## src/rtl/upg_mode_ctrl.sv

```systemverilog
// Program-mode controller: debounces the program button and hands the shared
// memory write port between the CPU and the UART programmer.
module upg_mode_ctrl #(
  parameter int DEBOUNCE_CYCLES = 16,
  parameter int ARM_CYCLES      = 2,
  parameter int DRAIN_CYCLES    = 4,
  parameter int ADDR_W          = 14,
  parameter int DATA_W          = 32
) (
  input  logic              fpga_clk,
  input  logic              fpga_rst_n,
  input  logic              start_pg,
  input  logic              upg_done,
  input  logic              upg_wen,
  input  logic [ADDR_W-1:0] upg_adr,
  input  logic [DATA_W-1:0] upg_dat,
  input  logic              cpu_wen,
  input  logic [ADDR_W-1:0] cpu_adr,
  input  logic [DATA_W-1:0] cpu_dat,
  output logic              mem_wen,
  output logic [ADDR_W-1:0] mem_adr,
  output logic [DATA_W-1:0] mem_dat,
  output logic              upg_rst,
  output logic              cpu_rst,
  output logic              pg_mode
);

  localparam int DB_N  = (DEBOUNCE_CYCLES < 1) ? 1 : DEBOUNCE_CYCLES;
  localparam int ARM_N = (ARM_CYCLES < 1) ? 1 : ARM_CYCLES;
  localparam int DRN_N = (DRAIN_CYCLES < 1) ? 1 : DRAIN_CYCLES;
  localparam int MAX_N = (ARM_N > DRN_N) ? ARM_N : DRN_N;
  localparam int DB_W  = $clog2(DB_N + 1);
  localparam int CW    = $clog2(MAX_N + 1);

  localparam logic [DB_W-1:0] DB_LAST  = DB_W'(DB_N - 1);
  localparam logic [CW-1:0]   ARM_LAST = CW'(ARM_N - 1);
  localparam logic [CW-1:0]   DRN_LAST = CW'(DRN_N - 1);

  typedef enum logic [1:0] {
    RUN,
    ARM,
    PROG,
    DRAIN
  } state_t;

  state_t          state, state_n;
  logic [CW-1:0]   cnt, cnt_n;
  logic [1:0]      sync;
  logic [DB_W-1:0] db_cnt;
  logic            db, db_q;
  logic            press;

  always_ff @(posedge fpga_clk or negedge fpga_rst_n) begin
    if (!fpga_rst_n) begin
      sync <= 2'b00;
    end else begin
      sync <= {sync[0], start_pg};
    end
  end

  // Level only flips after DB_N samples in a row disagree with it.
  always_ff @(posedge fpga_clk or negedge fpga_rst_n) begin
    if (!fpga_rst_n) begin
      db_cnt <= '0;
      db     <= 1'b0;
      db_q   <= 1'b0;
    end else begin
      db_q <= db;
      if (sync[1] == db) begin
        db_cnt <= '0;
      end else if (db_cnt == DB_LAST) begin
        db     <= sync[1];
        db_cnt <= '0;
      end else begin
        db_cnt <= db_cnt + 1'b1;
      end
    end
  end

  assign press = db & ~db_q;

  always_comb begin
    state_n = state;
    cnt_n   = cnt;
    unique case (state)
      RUN: begin
        if (press) begin
          state_n = ARM;
          cnt_n   = '0;
        end
      end
      ARM: begin
        if (cnt == ARM_LAST) begin
          state_n = PROG;
          cnt_n   = '0;
        end else begin
          cnt_n = cnt + 1'b1;
        end
      end
      PROG: begin
        if (upg_done) begin
          state_n = DRAIN;
          cnt_n   = '0;
        end
      end
      DRAIN: begin
        if (cnt == DRN_LAST) begin
          state_n = RUN;
          cnt_n   = '0;
        end else begin
          cnt_n = cnt + 1'b1;
        end
      end
      default: begin
        state_n = RUN;
        cnt_n   = '0;
      end
    endcase
  end

  // Control outputs come from the next state so they move with it.
  always_ff @(posedge fpga_clk or negedge fpga_rst_n) begin
    if (!fpga_rst_n) begin
      state   <= RUN;
      cnt     <= '0;
      cpu_rst <= 1'b1;
      upg_rst <= 1'b1;
      pg_mode <= 1'b0;
    end else begin
      state   <= state_n;
      cnt     <= cnt_n;
      cpu_rst <= (state_n != RUN);
      upg_rst <= (state_n != PROG);
      pg_mode <= (state_n == PROG);
    end
  end

  always_comb begin
    mem_wen = 1'b0;
    mem_adr = upg_adr;
    mem_dat = upg_dat;
    if (state == RUN) begin
      mem_wen = cpu_wen & fpga_rst_n;
      mem_adr = cpu_adr;
      mem_dat = cpu_dat;
    end else if (state == PROG) begin
      mem_wen = upg_wen & fpga_rst_n;
    end
  end

endmodule

```

## config.mk

```make
export PLATFORM = sky130hd
export DESIGN_NAME = upg_mode_ctrl
export DESIGN_NICKNAME = d
export VERILOG_FILES = /design/src/rtl/upg_mode_ctrl.sv
export SDC_FILE = /design/constraint.sdc
export NUM_CORES = 1
export LEC_CHECK = 0
export CORE_ASPECT_RATIO = 1.4
export CORE_MARGIN = 4
export CORE_UTILIZATION = 29
export CTS_CLUSTER_DIAMETER = 30
export DETAILED_ROUTE_END_ITERATION = 8
export HOLD_SLACK_MARGIN = 0.1
export PLACE_DENSITY = 0.81
export SLEW_MARGIN = 20
export SYNTH_ARGS = -nofsm -noshare
export SYNTH_HDL_FRONTEND = slang
export SYNTH_SLANG_ARGS = --single-unit
```

## constraint.sdc

```tcl
create_clock -name fpga_clk -period 2.3 [get_ports fpga_clk]
set_clock_uncertainty 0.2 [all_clocks]
set_input_delay 0.46 -clock fpga_clk [delete_from_list [all_inputs] [get_ports fpga_clk]]
set_output_delay 0.46 -clock fpga_clk [all_outputs]
set_load 0.01 [all_outputs]
```

# == After elaboration in Yosys (flattened, before gate mapping) ==
# Cells that the tools add are included.
# W data, S select, Z words.
# word_totals
word_cells,47
out_inout_bits,50
reg_bits,17
inputBits,98
# classes
n_eq_ne,11
reduce_logical,4
mux,16
bitwise_logic,5
addsub,2
# ops
cell,count
$mux W32,1
$mux W14,1
$mux W3,4
$pmux W3 S4,1
$mux W5,2
$mux W2,4
$pmux W2 S4,1
$eq A2 B2 Y1 const B,3
$ne A2 B2 Y1 const B,3
$add A5 B1 Y5 const B,1
$eq A5 B4 Y1 const B,1
$reduce_and A2 Y1,2
$add A3 B1 Y3 const B,1
$and A1 B1 Y1,3
$eq A3 B1 Y1 const B,1
$eq A3 B2 Y1 const B,1
$eq A2 B1 Y1 const B,1
$logic_not A2 Y1,1
$mux W1,2
$not A1 Y1,2
$reduce_bool A2 Y1,1
$eq A1 B1 Y1,1

# == Longest topological paths before layout ==
# Gate-level depths: netlist (run 1).
# depth
ltp_word,5
ltp_mapped,6
mapped_depth_nobuf,6

# == Least setup slack after synthesis (run 1) ==
# OpenSTA, ideal clock, no wires.
# synth_timing
path_type,reg-to-output
startpoint,register state[0]
endpoint,output mem_dat[10]
setup_slack_ns,0.414
arrival_ns,1.226
path_stages_with_launch,6
path_buffers,3
t_required_ns,1.640
cell_sequence,dfrtp_1 > buf_4 > nor2_2 > buf_6 > buf_6 > mux2_4
# synth_via
elab_chain_len,2
# synth_lines
element,line_no,text
"start, declared",46,"state_t state, state_n;"
"start signal, assigned",130,state <= state_n;
$logic_not A2 Y1,142,if (state == RUN) begin
$mux W32,142,
"end, declared",22,"output logic [DATA_W-1:0] mem_dat,"
# No other way between the ends.

# == Worst setup path in the final report (run 1) ==
# layout_timing
startpoint,register state[1]
endpoint,output mem_adr[3]
# layout_via
elab_chain_len,2
# layout_lines
element,line_no,text
$logic_not A2 Y1,142,
$mux W14,142,
"end, declared",21,"output logic [ADDR_W-1:0] mem_adr,"
# No other way between the ends.

==> impl_metrics.tcl, run 1 <==
set metrics [dict create \
    status "finished, violations left" \
    violations "setup timing" \
    grt_overflow_total 0 \
    drcViolationCount 0 \
    start_util_pct 29.82 \
    syn-cell-area_mm2 0.001444 \
    pwr_density_cell_mw_per_mm2 846.1 \
    grt_first_pass_wirelength_um 8086 \
    busiest_layer "met2" \
    endpoint_kind "primary output" \
    syn_nets 220 \
    rsz0062_at_grt "true" \
    cts_tree "yes" \
    vias_per_cell 4.522 \
    period_share_pct 102.1 \
    hold_violations 0 \
    antenna_found_initial 0 \
    root_buffer "clkbuf_8" \
    maxCapViolCount 0 \
    drt_iter0_markers 25 \
    yosysSeqAreaShare_pct 29.64 \
    met1_usage_pct 16.65 \
    hold_ws_ps 164.6 \
    crit_type "flop to primary output" \
    final_cell_mix "100 x clkdlybuf4s50_1, 31 x mux2_4, 22 x buf_2" \
    die_w_um 67.64 \
    setup_slack_ps -48.50 \
    grt_max_degree 18 \
    numCtsBuffers 3 \
    drt_wl_total_um 5849 \
    cp-start-kind "flop" \
    rows 30 \
    path_clk_slew_ps 70 \
    yosysUniqueCellTypes 29 \
    port_buffers 147 \
    period_needed_ps 2349 \
    critPathMaxFanout 7 \
    dieArea_mm2 0.006188 \
    peakVddDrop_v 0.0005627 \
    num_vias 1551 \
    insertion_delay_ps 250 \
    coreArea_mm2 0.004842 \
    diodes 0 \
    avgRoutedWirePerCell_um 17.05 \
    met3_usage_pct 9.777 \
    avgSynthCellArea_um2 12.34 \
    chipHeight_um 91.49 \
    ctsLongestPathBuffers 2 \
    grtUsageTotal_pct 17.49 \
    critPathRequiredTime_ps 1640 \
    drive_gt1_share_pct 40.86 \
    min_path_type "flop to flop" \
    timing.fmax_mhz 425.8 \
    globalplace.congestion 0.8629 \
    use_met2_pct 31.84 \
    nNetsFinal 383 \
    synthCells 117 \
    critPathArrivalTime_ps 1690 \
    pre_cts_slack_ps -81.52 \
    ant_nets 0 \
    tightest_slew_ps 409.9 \
    grt_pass1_vias 1586 \
    setup_viol 4 \
    hpwl_um 4663 \
    final_core_util_pct 63.62 \
    power.leakage_nw 1.417 \
    drtPass1Iterations 4 \
    final_common_cell "clkdlybuf4s50_1" \
    ys_seq_elements 17 \
    drv_slew 0 \
    cts_sinks 17 \
    ioPinCount 148 \
    n_fill_cell 379 \
    area_growth_pct 113.3 \
    timing.slew.headroom_pct 72.33 \
    ys_warn_count 0 \
    htreeDepth 1 \
]
## worst paths after layout
check | end | depth (start not counted) | startpoint | slack [ps]
setup / recovery | mem_adr[3] | 7 | state[1]$_DFF_PN0_ | -50
hold / removal | sync[1]$_DFF_PN0_ | 0 | sync[0]$_DFF_PN0_ | 160
setup reg to reg | cnt[2]$_DFFE_PN0P_ | 4 | cnt[0]$_DFFE_PN0P_ | 700
hold reg to reg | sync[1]$_DFF_PN0_ | 0 | sync[0]$_DFF_PN0_ | 160
max in group asynchronous | cpu_rst$_DFF_PN1_ | 2 | fpga_rst_n | 1310
min in group asynchronous | state[0]$_DFF_PN0_ | 2 | fpga_rst_n | 340
## sequential cells by signal, summed over array words and instances (netlist names)
| register | count |
|---|---|
| db_cnt | 5 |
| cnt | 3 |
| state | 2 |
| sync | 2 |
| cpu_rst | 1 |
| db | 1 |
| db_q | 1 |
| pg_mode | 1 |
| upg_rst | 1 |
## worst max-delay path, cell delays in order (launching register included)
cell and delay [ps]:
dfrtp_1 410, nor2_4 130, buf_6 110, buf_6 120, buf_8 130, buf_6 100, mux2_4 300, buf_6 130
## power breakdown
group	internal (W)	switching, W	total, W
clock	0.000120	0.000103	0.000223
sequential	0.000377	0.0000447	0.000422
combinational	0.00121	0.000747	0.00196
## stage by stage
| step | cells | setup TNS (ps) | instance area, um2 | power [W] |
|---|---|---|---|---|
| after floorplan | 117 | 0 | 1444 | 0.001423 |
| after global placement | 329 | -81.07 | 3023 | 0.002243 |
| after detailed placement | 329 | -187.5 | 3023 | 0.002264 |
| after CTS | 344 | -509.5 | 3095 | 0.002625 |
| after global routing | 343 | -565.6 | 3080 | 0.002759 |
| final | 343 | -131.8 | 3080 | 0.002606 |
## layer usage
metal	share of wire (%)	vias to the layer above
met3	17	3
met4	0.60	0
li1	-	746
met1	32	707
met5	0	-
met2	50	95
## synth_stat cells
cell       count  area share (%)
buf_6          4             3.1
buf_2          2            0.69
nor3b_1        1            0.52
o22ai_1        1            0.43
and2_1         2            0.87
ha_1           5             4.3
nand2b_1       1            0.43
buf_4          1            0.52
o21ai_0        3             1.0
a21o_1         2             1.0
dfstp_2        2             3.6
nor2b_1        1            0.43
mux2i_1        2             1.4
o31ai_1        1            0.52
nand2_1        3            0.78
o311ai_0       1            0.61
and3_1         2            0.87
mux2_2        19              15
nand3b_1       1            0.52
inv_1          4             1.0
nor2_1         4             1.0
nand3_1        2            0.69
mux2_4        29              30
xor2_1         3             1.8
a21oi_1        3             1.0
and3b_1        1            0.61
nor2_2         1            0.43
o2bb2ai_1      1            0.61
dfrtp_1       15              26
## cell families (layout without fill, tap and decap cells)
| kind of cell | count (synthesis) | after routing | share of synthesized area, % |
|---|---|---|---|
| mux | 50 | 50 | 46.36 |
| simple gates | 19 | 19 | 7.193 |
| flops | 17 | 17 | 29.64 |
| compound gates | 12 | 12 | 5.286 |
| buf+inv | 11 | 173 | 5.372 |
| fa+ha+maj | 5 | 5 | 4.333 |
| xor+xnor | 3 | 3 | 1.820 |
## cell type report
| cell class | count | area [um2] | area share, % |
|---|---|---|---|
| Timing Repair Buffer | 165 | 1560 | 50.65 |
| Multi-Input combinational cell | 89 | 950.9 | 30.87 |
| Inverter | 4 | 15.01 | 0.4874 |
| Sequential cell | 17 | 427.9 | 13.89 |
| Clock inverter | 1 | 5.005 | 0.1625 |
| Tap cell | 64 | 80.08 | 2.600 |
| Clock buffer | 3 | 41.29 | 1.340 |
## repair_timing
action	in CTS	in global routing
hold buffers	0	0
gates cloned	3	0
setup buffers	9	0
pin swaps	1	1
resized for setup	165	24
endpoints found under the setup margin	47	25
No activity file was read; power rests on OpenSTA's default activity.
==> run 2, diff against run 1 <==
Clock period 2.3 ns to 2.6 ns, I/O delays scaled along.
==> impl_metrics.tcl, run 2 (synthesis results as in run 1) <==
set metrics [dict create \
    status "finished, final reports clean" \
    pre_cts_slack_ps 99.36 \
    place_inst 327 \
    globalplace.congestion 0.8536 \
    critPathRequiredTime_ps 1880 \
    ctsLongestPathBuffers 2 \
    final_area_mm2 0.003127 \
    final_cell_mix "107 x clkdlybuf4s50_1, 30 x dlymetal6s2s_1, 29 x mux2_4" \
    num_vias 1480 \
    grt_first_pass_wirelength_um 7465 \
    chipHeight_um 91.49 \
    drcViolationCount 0 \
    area_growth_pct 116.6 \
    avgRoutedWirePerCell_um 16.48 \
    port_buffers 147 \
    crit_type "flop to primary output" \
    power.leakage_nw 1.585 \
    grt_pass1_vias 1491 \
    grt_overflow_total 0 \
    root_buffer "clkbuf_8" \
    place_area_mm2 0.002995 \
    drv_slew 0 \
    diodes 0 \
    pwr_density_cell_mw_per_mm2 674.6 \
    insertion_delay_ps 260 \
    drt_iter0_markers 24 \
    rows 30 \
    cts_hold_buf 0 \
    final_common_cell "clkdlybuf4s50_1" \
    grt_max_degree 24 \
    timing.fmax_mhz 386.2 \
    grtUsageTotal_pct 16.07 \
    path_clk_slew_ps 70 \
    die_w_um 67.64 \
    timing.slew.headroom_pct 71.20 \
    rsz0062_at_grt "true" \
    min_path_type "flop to flop" \
    regMostFlops "db_cnt" \
    cp-start-kind "flop" \
    tightest_slew_ps 426.6 \
    setup_viol 0 \
    ant_nets 0 \
    drive_gt1_share_pct 22.85 \
    coreArea_mm2 0.004842 \
    cts_tree "yes" \
    nNetsFinal 371 \
    peakVddDrop_v 0.0006185 \
    critPathArrivalTime_ps 1870 \
    hold_ws_ps 159.4 \
    hold_violations 0 \
    dieArea_mm2 0.006188 \
    hpwl_um 4582 \
    maxCapViolCount 0 \
    n_fill_cell 364 \
    vias_per_cell 4.471 \
    ioPinCount 148 \
    multi_input_comb_area_um2 943.4 \
    start_util_pct 29.82 \
    endpoint_kind "primary output" \
    final_cell_count_no_fill 331 \
    cts_sinks 17 \
    critPathMaxFanout 16 \
    reg.largest.list "db_cnt: 5 flops, cnt: 3 flops" \
    drtPass1Iterations 4 \
    numCtsBuffers 3 \
    period_share_pct 99.59 \
    htreeDepth 1 \
    drt_wl_total_um 5456 \
    antenna_found_initial 0 \
    setup_slack_ps 10.59 \
    period_needed_ps 2589 \
    largest_reg_flops 5 \
    seq_area_um2 427.9 \
]
-- run 2: cell types whose count changed in the layout (fill, tap and decap cells not counted), moves of 4 or more --
cell / before / now
buf_4: 7 / 3
buf_2: 22 / 0
dlymetal6s2s_1: 0 / 30
clkbuf_2: 8 / 0
clkdlybuf4s50_1: 100 / 107
buf_6: 17 / 0
dlygate4sd2_1: 4 / 10
-- run 2: metrics by stage --
stage | setup TNS [ps] | util (%) | power (W)
final | 0 | 64.57 | 0.002109
after detailed placement | 0 | 61.86 | 0.001959
after CTS | -137.0 | 62.76 | 0.002151
after global routing | -256.5 | 64.57 | 0.002238
after global placement | 0 | 61.86 | 0.001946
after floorplan | 0 | - | 0.001259
-- run 2: power breakdown --
group          internal, W  leakage, nW  switching [W]  total (W)
Combinational     0.000949         1.35       0.000585    0.00153
Clock             0.000108       0.0217      0.0000961   0.000204
Sequential        0.000334        0.214      0.0000375   0.000371
-- run 2: per-layer routing --
layer / wire length (um) / GRT usage (%) / up-vias
met3: 1062 / 11.39 / 5
met4: 55 / 3.553 / 0
met5: 0 / 0 / -
li1: - / - / 720
met1: 1767 / 14.89 / 662
met2: 2571 / 27.78 / 93
-- run 2: final cells by class --
cell class                 count  share of cell area (%)
multi-input combinational     89                   30.17
timing repair buffer         153                   51.54
inverter                       4                  0.4802
tap                           64                   2.561
clock inverter                 1                  0.2401
clock buffer                   3                   1.321
sequential                    17                   13.69
-- run 2: worst paths after layout --
kind                       depth (start not counted)            endpoint          startpoint  slack [ps]
min in group asynchronous                          2      db_q$_DFF_PN0_          fpga_rst_n         420
setup reg to reg                                   4  cnt[2]$_DFFE_PN0P_  cnt[0]$_DFFE_PN0P_        1030
hold reg to reg                                    0   sync[1]$_DFF_PN0_   sync[0]$_DFF_PN0_         160
hold / removal                                     0   sync[1]$_DFF_PN0_   sync[0]$_DFF_PN0_         160
setup / recovery                                   4          mem_dat[4]  state[1]$_DFF_PN0_          10
max in group asynchronous                          2   upg_rst$_DFF_PN1_          fpga_rst_n        1530
-- run 2: critical path, stage by stage (launching register included) --
cell and delay [ps]:
dfrtp_1 400, nor2_4 210, buf_12 200, mux2_4 320, clkdlybuf4s50_1 480
-- run 2: timing repair --
action,in CTS,in global routing
endpoints found under the setup margin,21,37
gates resized for setup,12,33
setup buffers,0,0
gates cloned,0,0
